### config.mk
export PLATFORM = sky130hd
export DESIGN_NAME = debug_dump_tx
export DESIGN_NICKNAME = d
export VERILOG_FILES = /design/src/rtl/debug_pkg.sv /design/src/rtl/debug_word_serializer.sv /design/src/rtl/debug_dump_tx.sv
export SDC_FILE = /design/constraint.sdc
export NUM_CORES = 1
export LEC_CHECK = 0
export BUFFER_PORTS_ARGS = -buffer_cell sky130_fd_sc_hd__buf_2
export CAP_MARGIN = 20
export CORE_AREA = 2 2 444 446
export CTS_CLUSTER_DIAMETER = 200
export CTS_CLUSTER_SIZE = 30
export DETAILED_ROUTE_END_ITERATION = 10
export DIE_AREA = 0 0 446 448
export PLACE_DENSITY = 0.3
export SLEW_MARGIN = 40
export SYNTH_ARGS = -nofsm -noshare
export SYNTH_HDL_FRONTEND = slang
export SYNTH_SLANG_ARGS = --single-unit
### constraint.sdc
create_clock -name i_clock -period 2.7 [get_ports i_clock]
set_clock_uncertainty 0.15 [all_clocks]
set_input_delay 0.135 -clock i_clock [delete_from_list [all_inputs] [get_ports i_clock]]
set_output_delay 0.135 -clock i_clock [all_outputs]
set_load 0.01 [all_outputs]
### src/rtl/debug_pkg.sv
// Shared definitions for the debug dump transmit path and its host-side decoder.
// Frame layout: header byte, then PC, registers, memory window and cycle counter, each LSB first.
package debug_pkg;

  localparam logic [7:0] FRAME_HEADER_DEFAULT = 8'hA5;

  typedef enum logic [2:0] {
    ST_IDLE,
    ST_HDR,
    ST_LOAD,
    ST_MEM_REQ,
    ST_MEM_CAP,
    ST_SER,
    ST_FIN
  } dump_state_e;

  typedef enum logic [1:0] {
    SER_IDLE,
    SER_SEND,
    SER_WAIT
  } ser_state_e;

  function automatic int bytes_per_word(input int nb_data);
    return nb_data / 8;
  endfunction

  function automatic int frame_words(input int n_regs, input int n_mem_words);
    return n_regs + n_mem_words + 2;
  endfunction

  function automatic int frame_bytes(input int nb_data, input int n_regs, input int n_mem_words);
    return 1 + frame_words(n_regs, n_mem_words) * bytes_per_word(nb_data);
  endfunction

endpackage

### src/rtl/debug_word_serializer.sv
// Splits one loaded word into bytes, LSB first, and paces them against the UART:
// a start pulse per byte, then wait for tx_done before the next byte.
module debug_word_serializer
  import debug_pkg::*;
#(
  parameter int NB_DATA = 32,
  parameter int NB_CNT  = $clog2(NB_DATA / 8) + 1
) (
  input  logic               i_clock,
  input  logic               i_reset,
  input  logic               i_load,
  input  logic [NB_DATA-1:0] i_word,
  input  logic [NB_CNT-1:0]  i_nbytes,
  input  logic               i_tx_done,
  output logic [7:0]         o_tx_byte,
  output logic               o_tx_start,
  output logic               o_word_done
);

  ser_state_e         state_q, state_d;
  logic [NB_DATA-1:0] shift_q, shift_d;
  logic [NB_CNT-1:0]  cnt_q, cnt_d;
  logic [7:0]         byte_q, byte_d;

  always_ff @(posedge i_clock) begin
    if (i_reset) begin
      state_q <= SER_IDLE;
      shift_q <= '0;
      cnt_q   <= '0;
      byte_q  <= '0;
    end else begin
      state_q <= state_d;
      shift_q <= shift_d;
      cnt_q   <= cnt_d;
      byte_q  <= byte_d;
    end
  end

  // i_load is only honoured while idle; tx_done only while a byte is in flight.
  always_comb begin
    state_d = state_q;
    shift_d = shift_q;
    cnt_d   = cnt_q;
    byte_d  = byte_q;
    case (state_q)
      SER_IDLE: begin
        if (i_load) begin
          shift_d = i_word;
          cnt_d   = i_nbytes;
          state_d = SER_SEND;
        end
      end
      SER_SEND: begin
        byte_d  = shift_q[7:0];
        state_d = SER_WAIT;
      end
      SER_WAIT: begin
        if (i_tx_done) begin
          shift_d = shift_q >> 8;
          cnt_d   = cnt_q - NB_CNT'(1);
          state_d = (cnt_q == NB_CNT'(1)) ? SER_IDLE : SER_SEND;
        end
      end
      default: state_d = SER_IDLE;
    endcase
  end

  always_comb begin
    o_tx_start  = (state_q == SER_SEND);
    o_tx_byte   = (state_q == SER_SEND) ? shift_q[7:0] : byte_q;
    o_word_done = (state_q == SER_WAIT) && i_tx_done && (cnt_q == NB_CNT'(1));
  end

endmodule

### src/rtl/debug_dump_tx.sv
// Debug dump transmitter: on halt or step-mode step, streams a framed snapshot
// (header, PC, registers, memory window, cycle count) to the byte UART.
module debug_dump_tx
  import debug_pkg::*;
#(
  parameter int         NB_DATA      = 32,
  parameter int         N_REGS       = 32,
  parameter int         N_MEM_WORDS  = 32,
  parameter int         NB_MEM_ADDR  = 5,
  parameter logic [7:0] FRAME_HEADER = FRAME_HEADER_DEFAULT
) (
  input  logic                      i_clock,
  input  logic                      i_reset,
  input  logic [NB_DATA-1:0]        i_pc,
  input  logic [NB_DATA*N_REGS-1:0] i_registers,
  input  logic [NB_DATA-1:0]        i_cycles,
  input  logic [NB_DATA-1:0]        i_mem_data,
  input  logic                      i_execution_mode,
  input  logic                      i_step,
  input  logic                      i_halt,
  input  logic                      i_tx_done,
  output logic [7:0]                o_tx_byte,
  output logic                      o_tx_start,
  output logic                      o_mem_rd_en,
  output logic [NB_MEM_ADDR-1:0]    o_mem_addr,
  output logic                      o_busy,
  output logic                      o_done
);

  localparam int N_WORDS = frame_words(N_REGS, N_MEM_WORDS);
  localparam int NB_W    = $clog2(N_WORDS);
  localparam int NB_CNT  = $clog2(bytes_per_word(NB_DATA)) + 1;
  localparam logic [NB_W-1:0] LAST_W = NB_W'(N_WORDS - 1);

  dump_state_e            state_q, state_d;
  logic [NB_W-1:0]        w_q, w_d;
  logic                   hdr_q, hdr_d;
  logic [NB_DATA-1:0]     pc_q, pc_d;
  logic [NB_DATA-1:0]     cyc_q, cyc_d;
  logic [NB_MEM_ADDR-1:0] addr_q, addr_d;

  logic                   trigger;
  int                     w_int;
  logic [NB_DATA-1:0]     word_sel;
  logic                   is_mem;
  logic [NB_MEM_ADDR-1:0] mem_addr_w;

  logic                   ser_load;
  logic [NB_DATA-1:0]     ser_word;
  logic [NB_CNT-1:0]      ser_nbytes;
  logic                   ser_word_done;

  assign trigger = i_halt | (i_execution_mode & i_step);

  always_ff @(posedge i_clock) begin
    if (i_reset) begin
      state_q <= ST_IDLE;
      w_q     <= '0;
      hdr_q   <= 1'b0;
      pc_q    <= '0;
      cyc_q   <= '0;
      addr_q  <= '0;
    end else begin
      state_q <= state_d;
      w_q     <= w_d;
      hdr_q   <= hdr_d;
      pc_q    <= pc_d;
      cyc_q   <= cyc_d;
      addr_q  <= addr_d;
    end
  end

  // Word index w: 0 = PC, 1..N_REGS = registers (sampled live), then memory, last = cycles.
  always_comb begin
    w_int    = int'(w_q);
    word_sel = cyc_q;
    if (w_int == 0) word_sel = pc_q;
    for (int k = 0; k < N_REGS; k++) begin
      if (w_int == k + 1) word_sel = i_registers[k*NB_DATA +: NB_DATA];
    end
    is_mem     = (w_int > N_REGS) && (w_int <= N_REGS + N_MEM_WORDS);
    mem_addr_w = NB_MEM_ADDR'(w_int - N_REGS - 1);
  end

  always_comb begin
    state_d = state_q;
    w_d     = w_q;
    hdr_d   = hdr_q;
    pc_d    = pc_q;
    cyc_d   = cyc_q;
    addr_d  = addr_q;
    case (state_q)
      ST_IDLE: begin
        if (trigger) begin
          pc_d    = i_pc;
          cyc_d   = i_cycles;
          w_d     = '0;
          hdr_d   = 1'b0;
          state_d = ST_HDR;
        end
      end
      ST_HDR: begin
        hdr_d   = 1'b1;
        state_d = ST_SER;
      end
      ST_LOAD: begin
        if (is_mem) begin
          addr_d  = mem_addr_w;
          state_d = ST_MEM_REQ;
        end else begin
          state_d = ST_SER;
        end
      end
      ST_MEM_REQ: state_d = ST_MEM_CAP;
      ST_MEM_CAP: state_d = ST_SER;
      ST_SER: begin
        if (ser_word_done) begin
          if (hdr_q) begin
            hdr_d   = 1'b0;
            w_d     = '0;
            state_d = ST_LOAD;
          end else if (w_q == LAST_W) begin
            state_d = ST_FIN;
          end else begin
            w_d     = w_q + NB_W'(1);
            state_d = ST_LOAD;
          end
        end
      end
      ST_FIN:  state_d = ST_IDLE;
      default: state_d = ST_IDLE;
    endcase
  end

  // UART handshake: o_tx_start is a one-cycle request; o_tx_byte stays put until the
  // matching i_tx_done pulse, and no new start is issued before that pulse arrives.
  always_comb begin
    ser_load    = 1'b0;
    ser_word    = word_sel;
    ser_nbytes  = NB_CNT'(bytes_per_word(NB_DATA));
    o_mem_rd_en = 1'b0;
    o_busy      = 1'b1;
    o_done      = 1'b0;
    case (state_q)
      ST_IDLE: o_busy = 1'b0;
      ST_HDR: begin
        ser_load   = 1'b1;
        ser_word   = NB_DATA'(FRAME_HEADER);
        ser_nbytes = NB_CNT'(1);
      end
      ST_LOAD:    ser_load = !is_mem;
      ST_MEM_REQ: o_mem_rd_en = 1'b1;
      ST_MEM_CAP: begin
        ser_load = 1'b1;
        ser_word = i_mem_data;
      end
      ST_FIN: begin
        o_busy = 1'b0;
        o_done = 1'b1;
      end
      default: ;
    endcase
  end

  assign o_mem_addr = addr_q;

  debug_word_serializer #(
    .NB_DATA (NB_DATA),
    .NB_CNT  (NB_CNT)
  ) u_serializer (
    .i_clock     (i_clock),
    .i_reset     (i_reset),
    .i_load      (ser_load),
    .i_word      (ser_word),
    .i_nbytes    (ser_nbytes),
    .i_tx_done   (i_tx_done),
    .o_tx_byte   (o_tx_byte),
    .o_tx_start  (o_tx_start),
    .o_word_done (ser_word_done)
  );

endmodule

==> impl_metrics.toml, run 1 <==
[run_status]
outcome = "finished, violations left"
violations = "setup timing"

[yosys]
synthCells = 2378
synthTopCellsByCount = "nand2_1 (340), nor2_1 (237), a21oi_1 (230)"
ys_seq_area_share_pct = 16.2
avgSynthCellArea_um2 = 6.51
synth_top_cell_area_share_pct = 16.2
synthFlopType = "dfxtp_1"
synth.most_common_cell = "nand2_1"
synth.area.top_cells = "dfxtp_1 (16%), nand2_1 (8.2%), a21oi_1 (7.4%)"
async_flop_share_pct = 0
synth_edf_count = 0
synth.net_count = 3511
ys_warn_count = 0
syn_area_um2 = 15500
ys_types = 97
synth_area_leader_cell = "dfxtp_1"
ys_ff_latch = 125

[setup_path]
cpPeakStageDelay_ps = 600
start_kind = "flop"
crit_end = "u_serializer.shift_q[18]$_SDFFE_PP0P_"
worstPathMaxFanout = 6
worstSetupEndpointType = "flop"
crit_required_ps = 2940
critPathSlowestCell = "a222oi_1"
r2r-end = "u_serializer.shift_q[18]$_SDFFE_PP0P_"
critical_path_class = "flop to flop"
crit_arrival_ps = 3870
reg2reg_depth = 14
critical_path.cell_chain = "buf_6 > ha_4 > buf_12 > nand2b_4 > buf_12 > buf_12 > nor2_4 > buf_6 > a222oi_1 > nand4_1 > buf_6 > nor4b_4 > o311a_1 > nor4_2"
r2r_start = "w_q[1]$_SDFFE_PP0P_"
ff2ff_setup_slack_ps = -930
startpoint = "w_q[1]$_SDFFE_PP0P_"

[routing]
wirelength_mm = 268
wl_per_cell_um = 37.7
drt-vias-per-instance = 4.39
drt_iter0_markers = 2908
vias = 31300
drc_errors = 0
first_pass_iters = 5
final_antenna_net_count = 0

[placed_design]
placedCellCount = 6823
gp_congestion = 0.995
hpwl_mm = 240
portBuffers = 1142

[power_and_ir_drop]
ir_drop_uv = 540
p_total_mw = 12.2
leakagePower_nw = 16.7
powerDensity_nw_per_um2 = 323

[clock_network]
cts_buffer_depth = 2
clk_pin_slew_ps = 90
clkLatencyLatePin_ps = 510
cts-root-buf = "clkbuf_16"
cts_buffers = 17
clock-sinks = 125
tritoncts = "built"
htreeDepth = 4

[finish]
instances_no_fill = 7121
drive_gt1_share_pct = 58.5
area_growth_pct = 144
nets = 5648

[timing]
rsz0062_at_grt = "yes"
finalSetupTns_ps = -18580
relSlewSlack_pct = 51.0
setup_viol = 32
slew_violations = 0
layout_min_cycle_time_ps = 3630
max_freq_mhz = 275
hold_violations = 0
period_share_pct = 134
tightest_slew_ps = 730
fin_ws_ps = -930

[floorplan]
io_pins = 1143
dieArea_um2 = 200000
initial_utilization_pct = 7.95
rows = 162
fp.coreArea_um2 = 195000
die_h_um = 448
die_x_um = 446

[global_routing]
grtUsageTotal_pct = 25.6
grt_overflow = 0
grt_pass1_wl_mm = 333
grt_pass1_vias = 31700
grt_max_degree = 65
antenna_found_initial = 150

[flow_run]
maxCapViolations = 0

[worst_hold_path]
hold_class = "input port to flop"
-- registers in the layout (all words and copies together) (netlist names) --
register / flops
cyc_q: 32
hdr_q: 1
o_mem_addr: 5
pc_q: 32
state_q: 3
u_serializer.byte_q: 8
u_serializer.cnt_q: 3
u_serializer.shift_q: 32
u_serializer.state_q: 2
w_q: 7
-- through the flow --
stage	utilization (%)	setup WS (ps)	hold slack [ps]	area, um^2
6_report	19.4	-930	21.4	37700
5_1_grt	19.4	-877	8.87	37700
4_1_cts	18.8	-844	0.428	36500
3_5_place_dp	16.5	-1790	235	32200
3_3_place_gp	16.5	-2140	233	32100
2_1_floorplan	-	-11.9	121	15600
-- layer usage --
metal | part of all wire [%] | track usage [%] | routed length [um] | up-vias
met5 | 0.12 | 0 | 330 | -
met4 | 4.1 | 10.1 | 11000 | 52
met3 | 6.1 | 4.78 | 16400 | 416
met2 | 48 | 43.4 | 129000 | 1508
met1 | 42 | 31.9 | 112000 | 15700
li1 | - | - | - | 13600
-- timing repair --
action / CTS / global route
pin swaps: 114 / 119
endpoints found under the setup margin: 35 / 41
gates resized for setup: 413 / 179
hold buffers: 121 / 0
endpoints found under the hold margin: 87 / 0
gates cloned: 2 / 0
buffers inserted: 73 / 40
-- how the worst min path moves through the flow --
stage                          start                                     to  cells past startpoint
floorplan                    i_pc[0]                   pc_q[0]$_SDFFE_PP0P_                      2
global placement        i_cycles[26]                 cyc_q[26]$_SDFFE_PP0P_                      3
detailed placement           i_pc[8]                   pc_q[8]$_SDFFE_PP0P_                      3
CTS                 i_registers[703]  u_serializer.shift_q[31]$_SDFFE_PP0P_                      5
global route          i_mem_data[26]  u_serializer.shift_q[26]$_SDFFE_PP0P_                      4
finish              i_registers[699]  u_serializer.shift_q[27]$_SDFFE_PP0P_                      5
-- report_power, final --
group / total [mW] / leakage [nW] / internal [mW] / switching [mW]
Combinational: 7.25 / 15.4 / 3.20 / 4.06
Sequential: 2.28 / 1.03 / 2.06 / 0.225
Clock: 2.68 / 0.301 / 1.41 / 1.27
-- critical path, delay by kind of cell (launching register included) --
kind | cells | cell delay, ps
AND/OR/NAND/NOR | 5 | 1020
adder cells (fa/ha/maj) | 1 | 170
AO/OA/AOI/OAI | 2 | 840
flip-flops | 1 | 370
buffers and inverters | 6 | 920
-- cell usage in the layout, fill, tap and decap left out, drive strengths merged, types with 11 or more instances in the layout --
cell type | synthesis | final
or3 | 22 | 22
o31ai | 17 | 17
o22ai | 99 | 99
and3 | 23 | 23
clkbuf | 125 | 17
nand4 | 24 | 24
nand3 | 99 | 99
a22o | 19 | 19
o2111ai | 15 | 15
o21ai | 152 | 152
a211oi | 64 | 64
a31oi | 29 | 29
o211ai | 46 | 46
nor4 | 31 | 31
a22oi | 51 | 51
dfxtp | 125 | 125
a2111oi | 20 | 20
nand2b | 13 | 13
nor2b | 31 | 31
dlygate4sd3 | 0 | 121
o221ai | 43 | 43
nor2 | 245 | 245
nor3 | 91 | 91
o22a | 11 | 11
nand2 | 343 | 343
inv | 16 | 27
mux2i | 19 | 19
buf | 95 | 2216
diode | 0 | 51
a221oi | 68 | 68
a221o | 27 | 27
a21oi | 230 | 230
a211o | 14 | 14
-- cell type report --
class / instances / area, um^2
multi-input cells: 2017 / 14500
flip-flops and latches: 125 / 2520
fillers: 22500 / 157000
inverters: 16 / 70.1
diodes: 51 / 128
well taps: 2542 / 3180
clock buffers: 17 / 425
clock inverters: 15 / 188
repair buffers: 2338 / 16700
-- logic make-up after synthesis --
group                    Yosys count  share of synthesized area [%]
AO/OA/AOI/OAI                   1001                           44.6
XOR/XNOR                           9                          0.509
multiplexers                      28                           1.88
AND/OR/NAND/NOR                  972                           29.6
flip-flops                       125                           16.2
buffers and inverters            236                           6.71
adder cells (fa/ha/maj)            7                          0.566
Power figures use the tool's default switching activity.
==> run 2: changes to the inputs <==
- SETUP_SLACK_MARGIN: default -> 0.15
- SLEW_MARGIN: 40 -> 20
==> run 2 against run 1 <==
- the run still ends with setup timing left
- critical endpoint is now u_serializer.shift_q[20]$_SDFFE_PP0P_
- wire length increased by 3.4%
- clock power about the same
- count of clock-buffer cells in the layout increased by 1
- register-to-register slack got worse by 260 ps
- combinational power increased by 3.3%
- critical path depth increased by 1
- total power increased by 2.3%
- via count increased by 1.1%
- non-clock buffer count decreased by 16
- fmax decreased by 6.6%
==> impl_metrics.toml, run 2 (synthesis gave the netlist of run 1 again) <==
[run_status]
outcome = "finished, violations left"
violations = "setup timing"

[finish]
nets = 5633
top_regs = "cyc_q: 32 flops, pc_q: 32 flops, u_serializer.shift_q: 32 flops"
drive_gt1_share_pct = 59.7
area_growth_pct = 148
instances_no_fill = 7108
mostFrequentLayoutCells = "buf_2 (1141), buf_4 (800), nand2_1 (303)"
post-route-util_pct = 19.7
final_common_cell = "buf_2"
fillCellCount = 22300

[routing]
first_pass_iters = 6
final_antenna_net_count = 0
drc_errors = 0
vias = 31600
wl_per_cell_um = 39.1
drt_iter0_markers = 2568
wirelength_mm = 278
drt-vias-per-instance = 4.45

[clock_network]
clkLatencyLatePin_ps = 510
clock-sinks = 125
cts_buffers = 17
htreeDepth = 4
tritoncts = "built"
cts-root-buf = "clkbuf_16"
clk_pin_slew_ps = 90
cts_buffer_depth = 2

[global_routing]
grtUsageTotal_pct = 26.5
busiest_layer = "met2"
grt_overflow = 0
antenna_found_initial = 180
grt_pass1_wl_mm = 342
globalRouteMet1Util_pct = 33.1
grt_max_degree = 89
grt_pass1_vias = 31300
met3_usage_pct = 4.08
use_met2_pct = 44.7

[flow_run]
maxCapViolations = 0

[setup_path]
crit_required_ps = 2890
startpoint = "w_q[1]$_SDFFE_PP0P_"
critical_path_class = "flop to flop"
worstSetupEndpointType = "flop"
r2r_start = "w_q[1]$_SDFFE_PP0P_"
start_kind = "flop"
worstPathMaxFanout = 5
crit_arrival_ps = 4080

[timing]
period_share_pct = 144
finalSetupTns_ps = -23260
setup_viol = 34
fin_ws_ps = -1190
relSlewSlack_pct = 31.6
rsz0062_at_grt = "yes"
hold_violations = 0
slew_violations = 0
max_freq_mhz = 257
layout_min_cycle_time_ps = 3890
tightest_slew_ps = 1020

[floorplan]
die_x_um = 446
die_h_um = 448
rows = 162
initial_utilization_pct = 7.95
fp.coreArea_um2 = 195000
io_pins = 1143
dieArea_um2 = 200000

[placed_design]
placedCellCount = 6748
gp_congestion = 0.990
portBuffers = 1142
hpwl_mm = 248

[power_and_ir_drop]
powerDensity_nw_per_um2 = 325
ir_drop_uv = 361
p_total_mw = 12.5
leakagePower_nw = 16.9

[worst_hold_path]
min-delay-start = "i_registers[1005]"
hold_class = "input port to flop"
run 2: path summary, 6_finish.rpt:
kind	slack (ps)	to	cells past startpoint
max reg2reg	-1190	u_serializer.shift_q[20]$_SDFFE_PP0P_	15
min reg2reg	310	pc_q[7]$_SDFFE_PP0P_	2
min	30	u_serializer.shift_q[13]$_SDFFE_PP0P_	5
max	-1190	u_serializer.shift_q[20]$_SDFFE_PP0P_	15
run 2: cell type report:
class	count	area (um^2)	area share (%)
clock buffers	18	439	1.14
clock inverters	14	171	0.446
repair buffers	2322	16800	43.8
flip-flops and latches	125	2520	6.56
inverters	16	65.1	0.169
diodes	53	133	0.345
well taps	2542	3180	8.28
multi-input cells	2018	15100	39.3
run 2: layer usage:
metal  wire length, um  share of wire [%]
met2            132000                 47
met3             15400                5.5
met5               334               0.12
met4             14400                5.2
met1            116000                 42
run 2: worst max-delay path: stages (launching register included):
cell and delay, ps:
dfxtp_4 390, inv_4 50, buf_6 110, ha_4 190
buf_6 120, or3_4 390, nand3_4 110, nor2b_4 140
buf_6 120, buf_6 110, nand4_1 260, o211ai_1 910
a21oi_4 200, buf_12 220, o21bai_1 120, a31oi_1 90
run 2: report_power, final:
part	internal, mW	leakage, nW	switching, mW	total [mW]
registers	2.06	1.03	0.261	2.32
clock network	1.42	0.299	1.26	2.68
logic	3.27	15.5	4.22	7.49
run 2: through the flow:
stage | area [um^2] | setup WS (ps) | hold slack, ps
2_1_floorplan | 15900 | -13.9 | 121
3_3_place_gp | 31500 | -1780 | 230
3_5_place_dp | 31500 | -1750 | 236
4_1_cts | 36700 | -1110 | 1.43
5_1_grt | 38400 | -1200 | 25.2
6_report | 38400 | -1190 | 30.5
run 2: repair_timing:
action                     in CTS  in global routing
buffers inserted               99                 58
gates cloned                    2                  1
gates resized for setup       551                227
pin swaps                     139                111
hold buffers                  115                  0
setup endpoints to repair      41                 49
hold endpoints to repair       88                  0
